$ cat src/rtl/parity_push_gen.sv
// ---------------------------------------------------------------------------
// parity_push_gen
//   Transmit-side parity generator for a FIFO push interface. Raw payload
//   words from a producer are parity-encoded on acceptance and staged in a
//   2-entry skid buffer (main + skid). This sustains one word per clock while
//   isolating the producer from FIFO back-pressure.
//
// Parameters
//   DATA_WIDTH : payload width; the pushed word is DATA_WIDTH+1 bits
//   EVEN_ODD   : 0 = even parity over the whole word, 1 = odd parity
//   PARITY_BIT : 0 = parity in bit 0, 1 = parity in bit DATA_WIDTH
//   CNT_WIDTH  : width of the wrapping sent-word counter(s)
//
// Ports
//   clk             : clock, rising edge
//   rst_n           : asynchronous active-low reset
//   in_data_i       : producer payload
//   in_valid_i      : producer has a word
//   in_grant_o      : block can accept a word (registered)
//   push_data_o     : encoded word to the FIFO (holds when not valid)
//   push_valid_o    : encoded word valid
//   push_grant_i    : FIFO can accept
//   tx_count_o      : words accepted by the FIFO, wrapping
//   err_inj_i       : (PARITY_ERR_INJ_EN) invert parity of the accepted word
//   err_inj_count_o : (PARITY_ERR_INJ_EN) number of corrupted words accepted
//
// Optional feature macro: PARITY_ERR_INJ_EN
// ---------------------------------------------------------------------------
module parity_push_gen #(
    parameter int DATA_WIDTH = 32,
    parameter int EVEN_ODD   = 0,
    parameter int PARITY_BIT = 0,
    parameter int CNT_WIDTH  = 16
) (
    input  logic                  clk,
    input  logic                  rst_n,
    input  logic [DATA_WIDTH-1:0] in_data_i,
    input  logic                  in_valid_i,
    output logic                  in_grant_o,
    output logic [DATA_WIDTH:0]   push_data_o,
    output logic                  push_valid_o,
    input  logic                  push_grant_i,
    output logic [CNT_WIDTH-1:0]  tx_count_o
`ifdef PARITY_ERR_INJ_EN
    ,
    input  logic                  err_inj_i,
    output logic [CNT_WIDTH-1:0]  err_inj_count_o
`endif
);

    localparam int W = DATA_WIDTH + 1;

    typedef enum logic [1:0] {
        ST_EMPTY = 2'd0,
        ST_ONE   = 2'd1,
        ST_TWO   = 2'd2
    } state_t;

    // Build the encoded word; flip inverts the parity bit for error injection.
    function automatic logic [W-1:0] encode_word(input logic [DATA_WIDTH-1:0] d,
                                                 input logic flip);
        logic p;
        p = (^d) ^ ((EVEN_ODD != 0) ? 1'b1 : 1'b0) ^ flip;
        if (PARITY_BIT == 0) begin
            encode_word = {d, p};
        end else begin
            encode_word = {p, d};
        end
    endfunction

    state_t               state_r;
    state_t               state_s;
    logic [W-1:0]         main_data_r;
    logic [W-1:0]         skid_data_r;
    logic                 push_valid_r;
    logic                 in_grant_r;
    logic [CNT_WIDTH-1:0] tx_count_r;
    logic                 in_acc_s;
    logic                 push_acc_s;
    logic                 inj_s;
    logic [W-1:0]         enc_s;
    logic                 load_main_s;
    logic                 main_from_skid_s;
    logic                 load_skid_s;

`ifdef PARITY_ERR_INJ_EN
    logic [CNT_WIDTH-1:0] err_cnt_r;
    assign inj_s           = err_inj_i;
    assign err_inj_count_o = err_cnt_r;
`else
    assign inj_s = 1'b0;
`endif

    assign in_acc_s   = in_valid_i & in_grant_r;
    assign push_acc_s = push_valid_r & push_grant_i;
    assign enc_s      = encode_word(in_data_i, inj_s);

    assign in_grant_o   = in_grant_r;
    assign push_valid_o = push_valid_r;
    assign push_data_o  = main_data_r;
    assign tx_count_o   = tx_count_r;

    // Next-state and buffer load control for the skid buffer.
    always_comb begin
        state_s          = state_r;
        load_main_s      = 1'b0;
        main_from_skid_s = 1'b0;
        load_skid_s      = 1'b0;
        case (state_r)
            ST_EMPTY: begin
                if (in_acc_s) begin
                    state_s     = ST_ONE;
                    load_main_s = 1'b1;
                end else begin
                    state_s = ST_EMPTY;
                end
            end
            ST_ONE: begin
                if (in_acc_s && push_acc_s) begin
                    state_s     = ST_ONE;
                    load_main_s = 1'b1;
                end else if (in_acc_s) begin
                    state_s     = ST_TWO;
                    load_skid_s = 1'b1;
                end else if (push_acc_s) begin
                    state_s = ST_EMPTY;
                end else begin
                    state_s = ST_ONE;
                end
            end
            ST_TWO: begin
                // Grant is low here, so only the output side can move.
                if (push_acc_s) begin
                    state_s          = ST_ONE;
                    load_main_s      = 1'b1;
                    main_from_skid_s = 1'b1;
                end else begin
                    state_s = ST_TWO;
                end
            end
            default: begin
                state_s = ST_EMPTY;
            end
        endcase
    end

    // State, registered handshake outputs and counters.
    always_ff @(posedge clk or negedge rst_n) begin
        if (!rst_n) begin
            state_r      <= ST_EMPTY;
            push_valid_r <= 1'b0;
            in_grant_r   <= 1'b0;
            tx_count_r   <= {CNT_WIDTH{1'b0}};
        end else begin
            state_r      <= state_s;
            push_valid_r <= (state_s != ST_EMPTY);
            in_grant_r   <= (state_s != ST_TWO);
            if (push_acc_s) begin
                tx_count_r <= tx_count_r + {{(CNT_WIDTH-1){1'b0}}, 1'b1};
            end
        end
    end

    // Encoded data registers; main drives push_data_o and holds when idle.
    always_ff @(posedge clk or negedge rst_n) begin
        if (!rst_n) begin
            main_data_r <= {W{1'b0}};
            skid_data_r <= {W{1'b0}};
        end else begin
            if (load_main_s) begin
                main_data_r <= main_from_skid_s ? skid_data_r : enc_s;
            end
            if (load_skid_s) begin
                skid_data_r <= enc_s;
            end
        end
    end

`ifdef PARITY_ERR_INJ_EN
    // Count words accepted with their parity deliberately corrupted.
    always_ff @(posedge clk or negedge rst_n) begin
        if (!rst_n) begin
            err_cnt_r <= {CNT_WIDTH{1'b0}};
        end else if (in_acc_s && err_inj_i) begin
            err_cnt_r <= err_cnt_r + {{(CNT_WIDTH-1){1'b0}}, 1'b1};
        end
    end
`endif

endmodule

$ cat config.mk
export PLATFORM = sky130hd
export DESIGN_NAME = parity_push_gen
export DESIGN_NICKNAME = d
export VERILOG_FILES = /design/src/rtl/parity_push_gen.sv
export SDC_FILE = /design/constraint.sdc
export NUM_CORES = 1
export LEC_CHECK = 0
export ABC_CLOCK_PERIOD_IN_PS = 4300
export CORE_UTILIZATION = 35
export DETAILED_ROUTE_END_ITERATION = 12
export PLACE_DENSITY_LB_ADDON = 0.3
export SETUP_SLACK_MARGIN = 0.3
export SYNTH_ARGS = -nofsm -noshare
export SYNTH_HDL_FRONTEND = slang
export SYNTH_SLANG_ARGS = --single-unit
$ cat constraint.sdc
create_clock -name clk -period 4.3 [get_ports clk]
set_input_delay 0.43 -clock clk [delete_from_list [all_inputs] [get_ports clk]]
set_output_delay 0.43 -clock clk [all_outputs]
set_load 0.03 [all_outputs]
---- After elaboration in Yosys (flattened, before gate mapping) ----
Cells that the tools add are included.
operators by class
  add/subtract/negate cells ............... 1
  multiplexer cells ....................... 14
  bitwise gates (word level) .............. 2
  eq/ne operators ......................... 3
  reductions and logical operators ........ 4
operators with widths
  operator                                                                count
  33-bit two-way mux                                                      1
  32-bit parity                                                           1
  16-bit by 1-bit adder with 16-bit output (second input constant)        1
  1-bit two-way mux                                                       8
  2-bit two-way mux                                                       3
  2-bit one-hot mux with 3 select lines                                   1
  1-bit one-hot mux with 3 select lines                                   1
  1-bit AND                                                               2
  2-bit by 1-bit equality test with 1-bit output (second input constant)  1
  2-bit equality test (second input constant)                             1
  2-bit zero test                                                         1
  2-bit != test (second input constant)                                   1
  2-bit nonzero test                                                      1
  1-bit logical AND                                                       1
storage, ports and cells
  output and inout port bits .............. 51
  input bits .............................. 36
  register bits ........................... 86

---- Longest topological paths before layout ----
Gate-level depths: netlist of run 1.
  depth in word-level cells ............... 6
  depth in mapped cells ................... 10
  depth with buffers taken out ............ 9

---- Worst setup path before layout of run 1 ----
OpenSTA, ideal clock, no wires.
  path type ............................... register -> register
  start ................................... register push_valid_r (netlist: push_valid_o)
  end ..................................... register main_data_r[14] (netlist: push_data_o[14])
  path buffers ............................ 2
  path slack .............................. 2.488 ns
  data arrival time ....................... 1.678 ns
  cell stages (with the launch flop) ...... 11
  clock period less this slack ............ 1.812 ns
  path through ............................ dfrtp_1 nand2_2 inv_1 ha_1 nand2_1 a21oi_1 nor2_1 buf_2 clkbuf_1 nand2_1 o21ai_0
on the way
  longest elaborated chain between the ends .. 4
RTL lines
  element                                                                             RTL line  text
  start, declared                                                                     75        logic push_valid_r;
  start signal, assigned                                                              156       push_valid_r <= (state_s != ST_EMPTY);
  1-bit AND (*)                                                                       95        assign push_acc_s = push_valid_r & push_grant_i;
  named net push_acc_s                                                                79        logic push_acc_s;
  1-bit logical AND / 1-bit two-way mux (equally long branches)                       119, 133
  1-bit two-way mux, on equally long branches                                         119, 109
  1-bit one-hot mux with 3 select lines / 33-bit two-way mux (equally long branches)  109, 171
  end signal, assigned                                                                167       main_data_r <= {W{1'b0}};
  end signal, assigned                                                                171       main_data_r <= main_from_skid_s ? skid_data_r : enc_s;
  end, declared                                                                       73        logic [W-1:0] main_data_r;
Mark *: on every way through the listed nets, which the timed path passes. The rest lies on a longest branch.
A chain may end at the register's enable or synchronous reset.

---- Worst setup path in the final report of run 1 ----
  start ................................... input push_grant_i
  end ..................................... register main_data_r[5] (netlist: push_data_o[5])
on the way
  longest elaborated chain between the ends .. 4
RTL lines
  element                                                                             RTL line  text
  start, declared                                                                     42        input logic push_grant_i,
  1-bit AND (*)                                                                       95
  named net push_acc_s                                                                79
  1-bit logical AND / 1-bit two-way mux (equally long branches)                       119, 133
  1-bit two-way mux, on equally long branches                                         119, 109
  1-bit one-hot mux with 3 select lines / 33-bit two-way mux (equally long branches)  109, 171
Marks and branches as above.

==> flow_metrics.env, run 1 <==
export IMPL_detail_route_antenna_nets=0
export IMPL_numClockSinks=86
export IMPL_synth_cells=324
export IMPL_grt_pass1_vias=2543
export IMPL_synth_cell_types=26
export IMPL_io_pins=87
export IMPL_worstSetupPathType="input pin to register"
export IMPL_setup_viol=0
export IMPL_diodes=0
export IMPL_vdd_drop_max_mv=0.3565
export IMPL_initial_core_util_pct=36.69
export IMPL_portBuffers=86
export IMPL_cap_violations=0
export IMPL_worstMarginPinSlew_ns=1.075
export IMPL_design_die_area_um2=11440
export IMPL_r2r_worst_path_cells=8
export IMPL_p_per_area_nw_per_um2=692.9
export IMPL_ys_seq_elements=86
export IMPL_leakage_nw=2.328
export IMPL_min_period_ns=2.406
export IMPL_critPathMaxFanout=45
export IMPL_rows=37
export IMPL_hold_buffers=0
export IMPL_cts_tree="done"
export IMPL_path_clk_slew_ns=0.08
export IMPL_antenna_found_initial=0
export IMPL_crit_buf_inv=3
export IMPL_rsz0062_at_grt="no"
export IMPL_synthesis_area_um2=3856
export IMPL_cp_slowest_cell="nor2_4"
export IMPL_post_cts_buffers=0
export IMPL_areaGrowthSynthToFinish_pct=31.02
export IMPL_final_cell_mix="dfrtp_1 (86), clkdlybuf4s50_1 (85), nand2_1 (45)"
export IMPL_synth_area_per_cell_um2=11.90
export IMPL_utilization_pct=48.08
export IMPL_crit_cells=9
export IMPL_cp_required_ns=4.53
export IMPL_first_iter_violations=67
export IMPL_fin_tns_setup_ns=0
export IMPL_grt_pass1_wl_um=12810
export IMPL_total_power_mw=3.501
export IMPL_core_um2=10510
export IMPL_first_pass_iters=4
export IMPL_cp_slowest_stage_delay_ns=0.66
export IMPL_period_share_pct=55.96
export IMPL_fmax_mhz=415.6
export IMPL_yosysSeqAreaShare_pct=55.81
export IMPL_die_w_um=107.0
export IMPL_drive_gt1_share_pct=13.29
export IMPL_ys_warn_count=0
export IMPL_status="complete, no violations"
export IMPL_crit_family="buffers and inverters"
export IMPL_grt_max_degree=50
export IMPL_wl_per_cell_um=14.36
export IMPL_final_common_cell="dfrtp_1"
export IMPL_crit_arrival_ns=2.63
export IMPL_critPathCaptureType="register"
export IMPL_hold_path_class="input pin to asynchronous set/reset pin"
export IMPL_drt_vias_per_instance=4.685
export IMPL_die_h_um=107.0
export IMPL_place_hpwl_um=5412
export IMPL_cts_buffers=9
export IMPL_cts_htree_levels=3
export IMPL_finalWirelength_um=7900
export IMPL_syn_nets=363
export IMPL_hold_viol=0
export IMPL_cp_start_kind="input pin"
export IMPL_finalClockSkew_ns=0.01376
export IMPL_clkLatencyLatePin_ns=0.36
export IMPL_cts_max_path_buffers=2
export IMPL_post_cts_resize_count=0
export IMPL_crit_chain="clkdlybuf4s50_1, nand2_2, inv_1, ha_1, nand2_1, a21oi_1, nor2_4, buf_4, o21ai_0"
export IMPL_dr_total_vias=2577
export IMPL_gp_congestion=0.7740
export IMPL_multi_input_area_um2=1629
export IMPL_slew_violations=0
export IMPL_layout_nets=448
export IMPL_relSlewSlack_pct=28.36
export IMPL_root_buffer="clkbuf_8"
export IMPL_drc=0
export IMPL_overflow=0
export IMPL_regArea_um2=2152
export IMPL_grtUsageTotal_pct=14.66
export IMPL_fill_cells=966
==> Yosys cell counts <==
| master | number | share of area (%) |
|---|---|---|
| o21ai_0 | 33 | 4.3 |
| nand3b_1 | 2 | 0.39 |
| xor2_1 | 8 | 1.8 |
| inv_1 | 3 | 0.29 |
| xnor2_1 | 38 | 8.6 |
| nand2_2 | 1 | 0.16 |
| mux2_2 | 32 | 9.3 |
| nor2_1 | 5 | 0.49 |
| nand4_1 | 2 | 0.32 |
| nand2_1 | 45 | 4.4 |
| o21ai_1 | 1 | 0.13 |
| buf_4 | 1 | 0.19 |
| a21oi_1 | 3 | 0.39 |
| mux2i_1 | 32 | 8.3 |
| and4_1 | 2 | 0.45 |
| ha_1 | 3 | 0.97 |
| dfrtp_1 | 86 | 56 |
| buf_2 | 9 | 1.2 |
| or2_2 | 1 | 0.16 |
| nand3_1 | 4 | 0.52 |
| o22ai_1 | 1 | 0.16 |
| clkbuf_1 | 5 | 0.49 |
| or3_1 | 1 | 0.16 |
| nand2b_1 | 1 | 0.16 |
| and2_1 | 1 | 0.16 |
| and3_1 | 4 | 0.65 |
==> metal layers <==
metal | track usage (%) | vias to the layer above | share of wire, %
met3 | 5.897 | 5 | 6.2
met5 | 0 | - | 0
li1 | - | 1261 | -
met1 | 19.62 | 1241 | 47
met2 | 22.44 | 70 | 46
met4 | 2.935 | 0 | 0.59
==> worst paths after layout <==
| kind | start | endpoint | slack [ns] |
|---|---|---|---|
| min in group clk | tx_count_o[15] | tx_count_o[15] | 0.48 |
| hold / removal | rst_n | tx_count_o[7] | 0.03 |
| hold reg to reg | tx_count_o[15] | tx_count_o[15] | 0.48 |
| setup reg to reg | push_valid_o | push_data_o[5] | 1.99 |
| setup / recovery | push_grant_i | push_data_o[5] | 1.89 |
| max in group asynchronous | rst_n | push_data_o[16] | 3.26 |
==> state kept, by name (all words and copies together), names as in the netlist <==
register / flops
in_grant_o: 1
push_data_o: 33
push_valid_o: 1
skid_data_r: 33
state_r: 2
tx_count_o: 16
==> metrics by stage <==
stage	instances	hold WS [ns]	cell area, um^2	worst slack (ns)
floorplan	324	0.1344	3856	2.488
global placement	534	0.4223	4843	1.542
detailed placement	534	0.4292	4843	1.485
CTS	550	0.03776	5052	1.880
global route	550	0.04944	5052	1.599
finish	550	0.02936	5052	1.894
==> power breakdown <==
| group | switching [mW] | leakage (nW) | internal (mW) |
|---|---|---|---|
| clock network | 0.293 | 0.0976 | 0.299 |
| registers | 0.207 | 1.06 | 1.17 |
| logic | 0.843 | 1.17 | 0.693 |
==> cell type report <==
type | count | area share (%)
Clock buffer | 11 | 2.997
Multi-Input combinational cell | 220 | 32.24
Sequential cell | 86 | 42.60
Inverter | 3 | 0.2229
Clock inverter | 5 | 1.139
Tap cell | 136 | 3.368
Timing Repair Buffer | 89 | 17.43
==> cell families (layout without fill, tap and decap cells) <==
| group | count (synthesis) | in the layout | synth area share (%) |
|---|---|---|---|
| DFF | 86 | 86 | 55.81 |
| and+or+nand+nor | 69 | 69 | 8.015 |
| muxes | 64 | 64 | 17.65 |
| xor gates and xnor gates | 46 | 46 | 10.45 |
| AOI/OAI and AO/OA | 38 | 38 | 4.964 |
| buffers and inverters | 18 | 108 | 2.141 |
| adders and majority gates | 3 | 3 | 0.9735 |
(Power assumes the default switching activity.)
==> run 2: changes to the inputs <==
--- a/config.mk
+++ b/config.mk
@@ -5,7 +5,7 @@
 export SDC_FILE = /design/constraint.sdc
 export NUM_CORES = 1
 export LEC_CHECK = 0
-export ABC_CLOCK_PERIOD_IN_PS = 4300
+export ABC_CLOCK_PERIOD_IN_PS = 1980
 export CORE_UTILIZATION = 35
 export DETAILED_ROUTE_END_ITERATION = 12
 export PLACE_DENSITY_LB_ADDON = 0.3
==> constraint.sdc (replaced) <==
create_clock -name clk -period 1.98 [get_ports clk]
set_input_delay 0.198 -clock clk [delete_from_list [all_inputs] [get_ports clk]]
set_output_delay 0.198 -clock clk [all_outputs]
set_load 0.03 [all_outputs]
==> run 2 against run 1 <==
  * Non-clock buffer count up 31
  * Clock skew is 0.0025 ns higher
  * Core utilization is 5.1 points higher
  * Clock power rose by 130%
  * Global-route usage up 1.9 points
  * Worst setup slack worse by 1.6 ns
  * Total power up 150%
  * Die area did not move
  * Via count rose by 8.8%
==> flow_metrics.env, run 2 (synthesis gave the netlist of run 1 again) <==
export IMPL_status="complete, no violations"
export IMPL_path_clk_slew_ns=0.09
export IMPL_root_buffer="clkbuf_8"
export IMPL_startpoint="push_valid_o"
export IMPL_layout_nets=482
export IMPL_fin_area_um2=5585
export IMPL_clkLatencyLatePin_ns=0.35
export IMPL_fin_tns_setup_ns=0
export IMPL_dr_total_vias=2805
export IMPL_initial_core_util_pct=36.69
export IMPL_setup_slack_ns=0.3070
export IMPL_crit_arrival_ns=1.90
export IMPL_die_w_um=107.0
export IMPL_rr_endpoint="skid_data_r[6]"
export IMPL_grt_pass1_vias=2824
export IMPL_period_share_pct=84.50
export IMPL_cts_tree="done"
export IMPL_final_cell_mix="dfrtp_1 (84), clkdlybuf4s50_1 (70), nand2_1 (45)"
export IMPL_cp_start_kind="register"
export IMPL_cp_required_ns=2.21
export IMPL_swShare_pct=37.62
export IMPL_relSlewSlack_pct=58.95
export IMPL_antenna_found_initial=0
export IMPL_regToRegSetupSlack_ns=0.31
export IMPL_hold_viol=0
export IMPL_io_pins=87
export IMPL_numClockSinks=86
export IMPL_grt_pass1_wl_um=14370
export IMPL_first_pass_iters=4
export IMPL_p_int_mw=5.360
export IMPL_wl_per_cell_um=15.78
export IMPL_final_common_cell="dfrtp_1"
export IMPL_core_um2=10510
export IMPL_cts_buffers=9
export IMPL_crit_path_frequent_cell="buf_6"
export IMPL_p_comb_share_pct=49.1
export IMPL_worstSetupPathType="register to register"
export IMPL_cap_violations=0
export IMPL_gp_congestion=0.7265
export IMPL_r2r_worst_path_cells=7
export IMPL_setup_viol=0
export IMPL_portBuffers=86
export IMPL_design_die_area_um2=11440
export IMPL_min_period_ns=1.673
export IMPL_cp_slowest_cell="dfrtp_2"
export IMPL_critPathMaxFanout=8
export IMPL_grtUsageTotal_pct=16.55
export IMPL_p_per_area_nw_per_um2=1538
export IMPL_fmax_mhz=597.7
export IMPL_overflow=0
export IMPL_rsz0062_at_grt="yes"
export IMPL_cp_slowest_stage_delay_ns=0.38
export IMPL_drc=0
export IMPL_placedCellCount=546
export IMPL_seqPwrFrac_pct=34.8
export IMPL_multi_input_area_um2=1714
export IMPL_worstMarginPinSlew_ns=0.6158
export IMPL_grt_max_degree=47
export IMPL_vdd_drop_max_mv=0.7204
export IMPL_cts_max_path_buffers=2
export IMPL_areaGrowthSynthToFinish_pct=44.84
export IMPL_regArea_um2=2155
export IMPL_leakage_nw=2.759
export IMPL_total_power_mw=8.592
export IMPL_hold_path_class="input pin to asynchronous set/reset pin"
export IMPL_die_h_um=107.0
export IMPL_power_switching_mw=3.232
export IMPL_r2r_start="push_valid_o"
export IMPL_drive_gt1_share_pct=21.21
export IMPL_slew_violations=0
export IMPL_drt_vias_per_instance=4.803
export IMPL_final_cells=584
export IMPL_critPathCaptureType="register"
export IMPL_detail_route_antenna_nets=0
export IMPL_place_hpwl_um=5683
export IMPL_placed_cell_area_um2=4999
export IMPL_finalClockSkew_ns=0.01626
export IMPL_crit_chain="nand2_2, buf_6, ha_4, nand3b_1, buf_6, buf_12, mux2_2"
export IMPL_fill_cells=940
export IMPL_first_iter_violations=81
export IMPL_diodes=0
export IMPL_cts_htree_levels=3
export IMPL_dp_slack_ns=-0.5857
export IMPL_finalWirelength_um=9216
export IMPL_clkPwrFrac_pct=16.1
export IMPL_rows=37
## run 2: cell count changes in the layout (fill, tap and decap cells not counted), sizes merged, moves of 2 or more
cell           previous run  this run
buf                       4        31
clkdlybuf4s50            85        70
dlymetal6s2s              0         8
dlygate4sd2               0         7
clkinvlp                  3         0
nor2                      5         8
clkbuf                   11        13
clkinv                    1         3
## run 2: per-layer routing
metal  track usage [%]  share of wire [%]
met1             22.77                 47
met2             26.87                 48
met5                 0                  0
met3             2.614                3.7
met4             4.990                1.1
## run 2: layout make-up
class / count / share of cell area (%)
Tap cell: 136 / 3.047
Inverter: 3 / 0.2016
Sequential cell: 86 / 38.58
Timing Repair Buffer: 120 / 23.48
Clock buffer: 11 / 2.531
Clock inverter: 5 / 1.478
Multi-Input combinational cell: 223 / 30.69
## run 2: critical path, delay by kind of cell (launching register included)
kind / cells / cell delay [ns]
flip-flops: 1 / 0.38
multiplexers: 1 / 0.33
buffers and inverters: 3 / 0.46
adder cells (fa/ha/maj): 1 / 0.14
AND/OR/NAND/NOR: 2 / 0.24
## run 2: worst max-delay path by stage
stage | end | slack, ns | cells after the start
global route | skid_data_r[6] | 0.23 | 7
global placement | push_data_o[0] | -0.57 | 9
detailed placement | push_data_o[12] | -0.59 | 7
CTS | push_data_o[32] | 0.26 | 5
floorplan | skid_data_r[10] | 0.30 | 5
finish | skid_data_r[6] | 0.31 | 7
## run 2: stage by stage
| stage | util (%) | hold slack (ns) |
|---|---|---|
| after global placement | 47.57 | 0.2491 |
| after floorplan | - | -0.09759 |
| after detailed placement | 47.57 | 0.2532 |
| after global routing | 53.15 | 0.4521 |
| after CTS | 51.35 | 0.4204 |
| final | 53.15 | 0.4014 |
## run 2: power groups by stage
stage                     clock network [mW]  registers, mW  logic (mW)
after floorplan                            0           3.70        1.44
after global placement                     0           2.99        3.46
after detailed placement                   0           3.02        3.53
after CTS                               1.41           2.99        3.95
after global routing                    1.48           3.09        4.53
final                                   1.38           2.99        4.22
## run 2: repair_timing
action,in CTS,in global routing
setup endpoints to repair,73,73
buffers inserted,6,8
resized for setup,16,26
cloned,4,3
hold buffers,1,0
pin swaps,3,6
hold endpoints to repair,45,0
